===== src/rtl/inst_fetcher.sv =====
// inst_fetcher: one-outstanding-request instruction fetch FSM; optional direct-mapped icache under `ICACHE_EN
module inst_fetcher #(
    parameter logic [31:0] RESET_PC = 32'h0000_0000,
    parameter int          IC_IDX_W = 4
) (
    input  logic        clk,
    input  logic        rst,
    input  logic        rdy,
    input  logic        queue_full,
    output logic        iq_inst_valid,
    output logic [31:0] iq_inst,
    output logic [31:0] iq_pc,
    output logic        mc_req,
    output logic [31:0] mc_addr,
    input  logic        mc_done,
    input  logic [31:0] mc_data,
    input  logic        jump_en,
    input  logic [31:0] jump_pc
);
    typedef enum logic [1:0] {IDLE, FETCH, DISCARD} state_t;
    state_t      state_q, state_d;
    logic [31:0] pc_q, pc_d;
    logic [31:0] mc_addr_q, mc_addr_d;
    logic [31:0] iq_inst_q, iq_inst_d;
    logic [31:0] iq_pc_q, iq_pc_d;
    logic        mc_req_q, mc_req_d;
    logic        iq_valid_q, iq_valid_d;
    logic        hit, issue, fill, emit_miss, emit_hit;
    logic [31:0] hit_data;
    assign issue     = rdy && state_q == IDLE && !jump_en && !queue_full;
    assign fill      = rdy && state_q != IDLE && mc_done;
    assign emit_miss = fill && !jump_en && state_q == FETCH;
    assign emit_hit  = issue && hit;
`ifdef ICACHE_EN
    localparam int LINES = 1 << IC_IDX_W;
    localparam int TAG_W = 30 - IC_IDX_W;
    logic [31:0]         data_q [LINES];
    logic [TAG_W-1:0]    tag_q  [LINES];
    logic [LINES-1:0]    valid_q;
    logic [IC_IDX_W-1:0] rd_idx, wr_idx;
    assign rd_idx   = pc_q[IC_IDX_W+1:2];
    assign wr_idx   = mc_addr_q[IC_IDX_W+1:2];
    assign hit      = valid_q[rd_idx] && tag_q[rd_idx] == pc_q[31:IC_IDX_W+2];
    assign hit_data = data_q[rd_idx];
    // every returned word fills its line, even when the fetch was squashed
    always_ff @(posedge clk) begin
        if (rst) begin
            valid_q <= '0;
        end else if (fill) begin
            valid_q[wr_idx] <= 1'b1;
            data_q[wr_idx]  <= mc_data;
            tag_q[wr_idx]   <= mc_addr_q[31:IC_IDX_W+2];
        end
    end
`else
    logic unused_cfg;
    assign unused_cfg = ^IC_IDX_W;
    assign hit        = 1'b0;
    assign hit_data   = '0;
`endif
    // state and output registers; rdy=0 is handled by the _d logic holding values
    always_ff @(posedge clk) begin
        if (rst) begin
            state_q    <= IDLE;
            pc_q       <= RESET_PC;
            mc_req_q   <= 1'b0;
            mc_addr_q  <= '0;
            iq_valid_q <= 1'b0;
            iq_inst_q  <= '0;
            iq_pc_q    <= '0;
        end else begin
            state_q    <= state_d;
            pc_q       <= pc_d;
            mc_req_q   <= mc_req_d;
            mc_addr_q  <= mc_addr_d;
            iq_valid_q <= iq_valid_d;
            iq_inst_q  <= iq_inst_d;
            iq_pc_q    <= iq_pc_d;
        end
    end
    // next state and pc: jump beats a returning word, which beats a new issue
    always_comb begin
        state_d = state_q;
        pc_d    = pc_q;
        if (rdy && jump_en) begin
            pc_d    = jump_pc;
            state_d = fill ? IDLE : (state_q == FETCH ? DISCARD : state_q);
        end else if (fill) begin
            state_d = IDLE;
            pc_d    = state_q == FETCH ? pc_q + 32'd4 : pc_q;
        end else if (issue) begin
            state_d = hit ? IDLE : FETCH;
            pc_d    = hit ? pc_q + 32'd4 : pc_q;
        end
    end
    // registered outputs: request held until the word returns, queue pulse on delivery
    always_comb begin
        mc_req_d   = fill ? 1'b0 : ((issue && !hit) ? 1'b1 : mc_req_q);
        mc_addr_d  = (issue && !hit) ? pc_q : mc_addr_q;
        iq_valid_d = emit_miss || emit_hit;
        iq_inst_d  = emit_miss ? mc_data : (emit_hit ? hit_data : iq_inst_q);
        iq_pc_d    = emit_miss ? mc_addr_q : (emit_hit ? pc_q : iq_pc_q);
    end
    assign iq_inst_valid = iq_valid_q;
    assign iq_inst       = iq_inst_q;
    assign iq_pc         = iq_pc_q;
    assign mc_req        = mc_req_q;
    assign mc_addr       = mc_addr_q;
endmodule


===== config.mk =====
export PLATFORM = sky130hd
export DESIGN_NAME = inst_fetcher
export DESIGN_NICKNAME = d
export VERILOG_FILES = /design/src/rtl/inst_fetcher.sv
export SDC_FILE = /design/constraint.sdc
export NUM_CORES = 1
export LEC_CHECK = 0
export ABC_AREA = 1
export CAP_MARGIN = 20
export CELL_PAD_IN_SITES_DETAIL_PLACEMENT = 1
export CELL_PAD_IN_SITES_GLOBAL_PLACEMENT = 1
export CORE_ASPECT_RATIO = 0.5
export CORE_UTILIZATION = 35
export DETAILED_ROUTE_END_ITERATION = 6
export PLACE_DENSITY_LB_ADDON = 0.3
export RECOVER_POWER = 50
export SLEW_MARGIN = 20
export SYNTH_ARGS = -nofsm -noshare
export SYNTH_HDL_FRONTEND = slang
export SYNTH_SLANG_ARGS = --single-unit

===== constraint.sdc =====
create_clock -name clk -period 2.4 [get_ports clk]
set_input_delay 0.36 -clock clk [delete_from_list [all_inputs] [get_ports clk]]
set_output_delay 0.36 -clock clk [all_outputs]
set_load 0.005 [all_outputs]

==> flow_summary.json, run 1 <==
{
  "core-area_sq_mm": 0.01493,
  "die_h_microns": 90.75,
  "dp_hpwl_mm": 13.03,
  "tightest_slew_ns": 0.5832,
  "crit_family": "buffers and inverters",
  "clk_pin_slew_worst_paths_ns": 0.06,
  "wl_per_cell_microns": 16.37,
  "cts.sinks": 132,
  "synth_fp_nets": 856,
  "netlist_area_sq_mm": 0.005513,
  "cp.required_ns": 2.73,
  "crit_slowest_cell": "clkdlybuf4s50_1",
  "synthCells": 785,
  "yosysSeqAreaShare": 0.4793,
  "r2r_setup_slack_ns": 0.38,
  "cpMostUsedCell": "nand2_1",
  "max_freq_ghz": 0.4907,
  "totalWireLength_mm": 18.94,
  "synthFlopType": "dfxtp_1",
  "portBuffers": 167,
  "ctsResizeCount": 0,
  "ys_types": 33,
  "synth_common_cells": "nor2_1, nand2_1, dfxtp_1, o21ai_0, inv_1",
  "ant_nets": 0,
  "relSlewSlack": 0.6106,
  "synth_most_common_cell": "nor2_1",
  "fin_worst_skew_ns": 0.009134,
  "remaining_drc_errors": 2,
  "cts_buffer_depth": 2,
  "endpoint_kind": "flop",
  "crit_arrival_ns": 2.37,
  "die_x_microns": 179.5,
  "power_per_cell_area_mw_per_mm2": 680.7,
  "holdWs_ns": 0.4864,
  "initial_core_util": 0.3692,
  "yosysTopAreaCellShare": 0.4793,
  "place_congestion": 0.8793,
  "path_depth": 10,
  "hold_path.class": "flop to flop",
  "grt_pass1_wl_mm": 31.04,
  "cts_setup_buffers": 0,
  "slowest_delay_ns": 0.49,
  "n_antenna_cell": 0,
  "async_flop_share": 0,
  "synth_area_leaders": "dfxtp_1, nor2_1, o21ai_0",
  "rsz0062_at_grt": "false",
  "ys_warn_count": 0,
  "vias_per_cell": 5.030,
  "worstHoldStart": "pc_q[0]$_SDFFE_PP0P_",
  "antenna_found_initial": 1,
  "drt_iter0_drc": 231,
  "num-nets-final": 1018,
  "period_share": 0.8492,
  "tns_ns": 0,
  "cts_tree": "yes",
  "synth.largest_area_cell": "dfxtp_1",
  "gr-total-overflow": 0,
  "cp_num_buf_inv": 4,
  "htree_levels": 4,
  "hold_buffers": 0,
  "avgSynthCellArea_sq_um": 7.023,
  "ys_ff_latch": 132,
  "grt_pass1_vias": 6032,
  "first_pass_iters": 7,
  "cts_buffers": 17,
  "maxCapViolations": 0,
  "cts-root-buf": "clkbuf_16",
  "final_max_slew_viol_count": 0,
  "ff2ff_path_depth": 9,
  "whs_endpoint": "pc_q[0]$_SDFFE_PP0P_",
  "setup_viol": 0,
  "dr_total_vias": 5820,
  "crit_type": "primary input to flop",
  "outcome": "finished with violations",
  "gr-usage-all-layers": 0.2394,
  "hold_viol": 0,
  "rr_startpoint": "state_q[0]$_SDFFE_PP0P_",
  "min_path_cells": 2,
  "path_cells": "clkdlybuf4s50_1 -> nand2_1 -> inv_1 -> nand2_1 -> nor2_1 -> inv_2 -> buf_12 -> nand2_1 -> nand2_1 -> a21oi_1",
  "drive_gt1_frac": 0.06361,
  "critPathMaxFanout": 28,
  "area_growth_pct": 44.80,
  "grt_max_degree": 59,
  "num_io_pins": 168,
  "synth-edff-count": 0,
  "insertion_delay_ns": 0.42,
  "fp-row-count": 31,
  "dieArea_sq_mm": 0.01629,
  "start_kind": "primary input",
  "irDropWorstVdd_uv": 385.1,
  "p_leak_nw": 3.451,
  "fin_crit_ns": 2.038,
  "reg2reg_to": "pc_q[25]$_SDFFE_PP0P_",
  "violations": "design-rule violations"
}
[worst register-to-register path, cell delays in order, from the launching register on]
cell	delay (ns)
dfxtp_1	0.39
inv_2	0.07
nor2_4	0.10
nand2_1	0.16
nor2_1	0.36
inv_2	0.34
buf_12	0.27
nand2_1	0.07
nand2_1	0.06
a21oi_1	0.14
[state kept, by name, indices dropped and copies added, names as in the netlist]
register / count
iq_inst: 32
mc_addr: 32
state_q: 2
mc_req: 1
iq_pc: 32
iq_inst_valid: 1
pc_q: 32
[layer usage]
layer  track usage  wire length [microns]
met5             0                      0
met4       0.06322                    208
met3       0.08226                   1536
met2        0.4007                   8497
met1        0.2932                   8696
[worst max path at each step]
stage                              start                    end
global route                         rdy  pc_q[25]$_SDFFE_PP0P_
floorplan           pc_q[3]$_SDFFE_PP0P_  pc_q[28]$_SDFFE_PP0P_
finish                               rdy  pc_q[25]$_SDFFE_PP0P_
CTS                 pc_q[3]$_SDFFE_PP0P_  pc_q[28]$_SDFFE_PP0P_
detailed placement                   rdy  pc_q[25]$_SDFFE_PP0P_
global placement                     rdy  pc_q[24]$_SDFFE_PP0P_
[cell usage in the layout (no fill, tap or decap), drive strengths merged, types with 22 or more instances in the layout]
| master | count |
|---|---|
| dfxtp | 132 |
| o21ai | 129 |
| dlygate4sd3 | 70 |
| nand2 | 141 |
| a21oi | 38 |
| inv | 43 |
| clkdlybuf4s50 | 97 |
| nor2 | 209 |
| nand3 | 25 |
| clkbuf | 22 |
[final cells by class]
cell class                 instances  area (sq um)
clock buffer                      19         442.9
clock inverter                    12         155.1
fill                            1870          6950
inverter                          42         157.7
multi-input combinational        570          2510
sequential                       132          2643
tap                              198         247.7
timing repair buffer             184          1827
[power by group]
part | leakage, nW | switching [W] | internal (W)
Sequential | 1.07 | 0.0000671 | 0.00226
Combinational | 2.09 | 0.000204 | 0.000233
Clock | 0.289 | 0.00101 | 0.00166
Total | 3.45 | 0.00128 | 0.00415
[kinds of logic (layout without fill, tap and decap cells)]
group | Yosys count | after routing | share of synthesized area
buffers and inverters | 83 | 257 | 0.06105
AOI/OAI and AO/OA | 182 | 182 | 0.1709
DFF | 132 | 132 | 0.4793
and+or+nand+nor | 385 | 385 | 0.2833
xor gates and xnor gates | 2 | 2 | 0.003178
adders and majority gates | 1 | 1 | 0.002269
[through the flow]
stage          cells  power, W  setup WS [ns]  utilization  area (sq um)
2_1_floorplan    785  0.002533         0.9748            -          5513
4_1_cts         1157  0.005492         0.5410       0.5368          8016
5_1_grt         1157  0.005625         0.2189       0.5346          7983
3_5_place_dp    1126  0.002818         0.2178       0.4968          7418
3_3_place_gp    1126  0.002803         0.2879       0.4968          7418
6_report        1157  0.005434         0.3620       0.5346          7983
Note: power is estimated with default switching activity, not from simulation.
==> inputs of run 2 (changes only) <==
--- a/config.mk
+++ b/config.mk
@@ -10,7 +10,7 @@
 export CELL_PAD_IN_SITES_DETAIL_PLACEMENT = 1
 export CELL_PAD_IN_SITES_GLOBAL_PLACEMENT = 1
 export CORE_ASPECT_RATIO = 0.5
-export CORE_UTILIZATION = 35
+export CORE_UTILIZATION = 33
 export DETAILED_ROUTE_END_ITERATION = 6
 export PLACE_DENSITY_LB_ADDON = 0.3
 export RECOVER_POWER = 50
==> constraint.sdc (replaced) <==
create_clock -name clk -period 2 [get_ports clk]
set_input_delay 0.3 -clock clk [delete_from_list [all_inputs] [get_ports clk]]
set_output_delay 0.3 -clock clk [all_outputs]
set_load 0.005 [all_outputs]
==> run 2 against run 1 <==
Net effect: the run now ends clean; global-route usage is 0.91 points lower; setup slack worse by 0.11 ns; design area is 1.1% higher; combinational power is 22% higher; routed wire length is 0.49% lower; first-iteration DRC count is 4.3% higher; sequential share of layout area is 0.37 points lower; sequential power is 20% higher; clock power is 23% higher; utilization is 2.5 points lower; sequential cell count stayed put; critical path type is now flop to flop; largest cell class unchanged; largest power group unchanged.
==> flow_summary.json, run 2 (synthesized netlist as in run 1, its figures left out) <==
{
  "vias_per_cell": 4.895,
  "most-common-layout-cells": "nor2_1, nand2_1, dfxtp_1, clkdlybuf4s50_1, o21ai_0",
  "first_pass_iters": 4,
  "tightest_slew_ns": 0.4727,
  "dr_total_vias": 5800,
  "clk_pin_slew_worst_paths_ns": 0.06,
  "relSlewSlack": 0.6849,
  "cpMostUsedCell": "nand2_1",
  "setup_viol": 0,
  "grt_max_degree": 54,
  "hold_viol": 0,
  "outcome": "completed",
  "gr-total-overflow": 0,
  "min_path_cells": 3,
  "cp.required_ns": 2.29,
  "reg2reg_to": "pc_q[24]$_SDFFE_PP0P_",
  "dp_hpwl_mm": 13.39,
  "irDropWorstVdd_uv": 536.0,
  "slowest_delay_ns": 0.40,
  "crit_slowest_cell": "dfxtp_1",
  "final_max_slew_viol_count": 0,
  "hold_path.class": "primary input to flop",
  "r2r_setup_slack_ns": 0.25,
  "crit_family": "simple AND/OR/NAND/NOR gates",
  "dpl_cell_area_sq_mm": 0.007490,
  "period_share": 0.8751,
  "portBuffers": 167,
  "p_leak_nw": 3.401,
  "cts_buffer_depth": 2,
  "drt_iter0_drc": 241,
  "ff2ff_path_depth": 10,
  "holdWs_ns": 0.4695,
  "wl_per_cell_microns": 15.90,
  "tns_ns": 0,
  "cts_setup_buffers": 0,
  "die_h_microns": 93.40,
  "start_kind": "flop",
  "rsz0062_at_grt": "false",
  "finish.utilization": 0.5092,
  "dieArea_sq_mm": 0.01726,
  "fp-row-count": 32,
  "fin_worst_skew_ns": 0.008472,
  "startpoint": "pc_q[3]$_SDFFE_PP0P_",
  "hold_buffers": 0,
  "antenna_found_initial": 0,
  "max_freq_ghz": 0.5714,
  "n_antenna_cell": 0,
  "worstHoldStart": "mc_data[17]",
  "core-area_sq_mm": 0.01586,
  "fin_crit_ns": 1.750,
  "cts_tree": "yes",
  "crit_type": "flop to flop",
  "htree_levels": 4,
  "crit_arrival_ns": 2.04,
  "finalPower_w": 0.006609,
  "cts.sinks": 132,
  "finalInstanceArea_sq_mm": 0.008073,
  "layout_commonest_cell": "nor2_1",
  "ctsResizeCount": 0,
  "grt_pass1_vias": 5996,
  "insertion_delay_ns": 0.42,
  "drive_gt1_frac": 0.06328,
  "remaining_drc_errors": 0,
  "power_per_cell_area_mw_per_mm2": 818.7,
  "place_congestion": 0.8420,
  "grt_pass1_wl_mm": 30.61,
  "cp_num_buf_inv": 0,
  "endpoint_kind": "flop",
  "rr_startpoint": "pc_q[3]$_SDFFE_PP0P_",
  "critPathMaxFanout": 5,
  "initial_core_util": 0.3477,
  "area_growth_pct": 46.44,
  "die_x_microns": 184.8,
  "path_cells": "ha_1 -> nand2_1 -> nor2_4 -> nand2_1 -> nor2_1 -> nand2_1 -> nand2_1 -> nand3_1 -> nand2_1 -> a21oi_1",
  "path_depth": 10,
  "gr-usage-all-layers": 0.2303,
  "num-nets-final": 1022,
  "ant_nets": 0,
  "totalWireLength_mm": 18.85,
  "num_io_pins": 168,
  "whs_endpoint": "iq_inst[17]$_SDFFE_PP0P_",
  "cts-root-buf": "clkbuf_16",
  "maxCapViolations": 0,
  "cts_buffers": 17
}
[run 2: changes by cell type in the layout (fill, tap and decap cells not counted)]
| cell | before | now |
|---|---|---|
| inv_1 | 37 | 39 |
| clkdlybuf4s50_1 | 97 | 124 |
| nor2_8 | 0 | 1 |
| nor2_4 | 4 | 3 |
| clkinv_2 | 3 | 1 |
| buf_4 | 11 | 14 |
| clkinv_4 | 3 | 1 |
| inv_2 | 5 | 3 |
| inv_6 | 1 | 0 |
| clkbuf_8 | 1 | 5 |
| clkbuf_1 | 3 | 6 |
| dlygate4sd3_1 | 70 | 43 |
[run 2: routing by layer]
| metal | vias up | share of wire | global-route usage |
|---|---|---|---|
| met5 | - | 0 | 0 |
| met1 | 2767 | 0.46 | 0.2854 |
| met3 | 18 | 0.077 | 0.08022 |
| li1 | 2871 | - | - |
| met4 | 0 | 0.014 | 0.07025 |
| met2 | 144 | 0.45 | 0.3756 |
[run 2: per-stage QoR]
step	cells	setup WS, ns
finish	1185	0.2498
global route	1185	0.06405
CTS	1185	0.2736
detailed placement	1153	0.03353
global placement	1153	0.08262
floorplan	785	0.5748
[run 2: worst max-delay path by stage]
stage               slack (ns)                        to
floorplan                 0.57     pc_q[28]$_SDFFE_PP0P_
global placement          0.08     iq_pc[0]$_SDFFE_PP0P_
detailed placement        0.03  iq_inst[25]$_SDFFE_PP0P_
CTS                       0.27     pc_q[24]$_SDFFE_PP0P_
global route              0.06  iq_inst[16]$_SDFFE_PP0P_
finish                    0.25     pc_q[24]$_SDFFE_PP0P_
[run 2: worst register-to-register path: stages, from the launching register on]
cell and delay (ns):
dfxtp_1 0.40, ha_1 0.22, nand2_1 0.11, nor2_4 0.16
nand2_1 0.07, nor2_1 0.32, nand2_1 0.09, nand2_1 0.08
nand3_1 0.07, nand2_1 0.06, a21oi_1 0.05
[run 2: final cells by class]
cell class,count,area (sq um)
clock buffer,25,505.5
sequential,132,2643
timing repair buffer,188,1853
fill,1985,7782
inverter,42,157.7
clock inverter,7,118.9
tap,221,276.5
multi-input combinational,570,2519
[run 2: power breakdown]
group / switching (W) / internal [W]
clock: 0.00116 / 0.00213
sequential: 0.0000797 / 0.00271
combinational: 0.000245 / 0.000288
total: 0.00148 / 0.00513
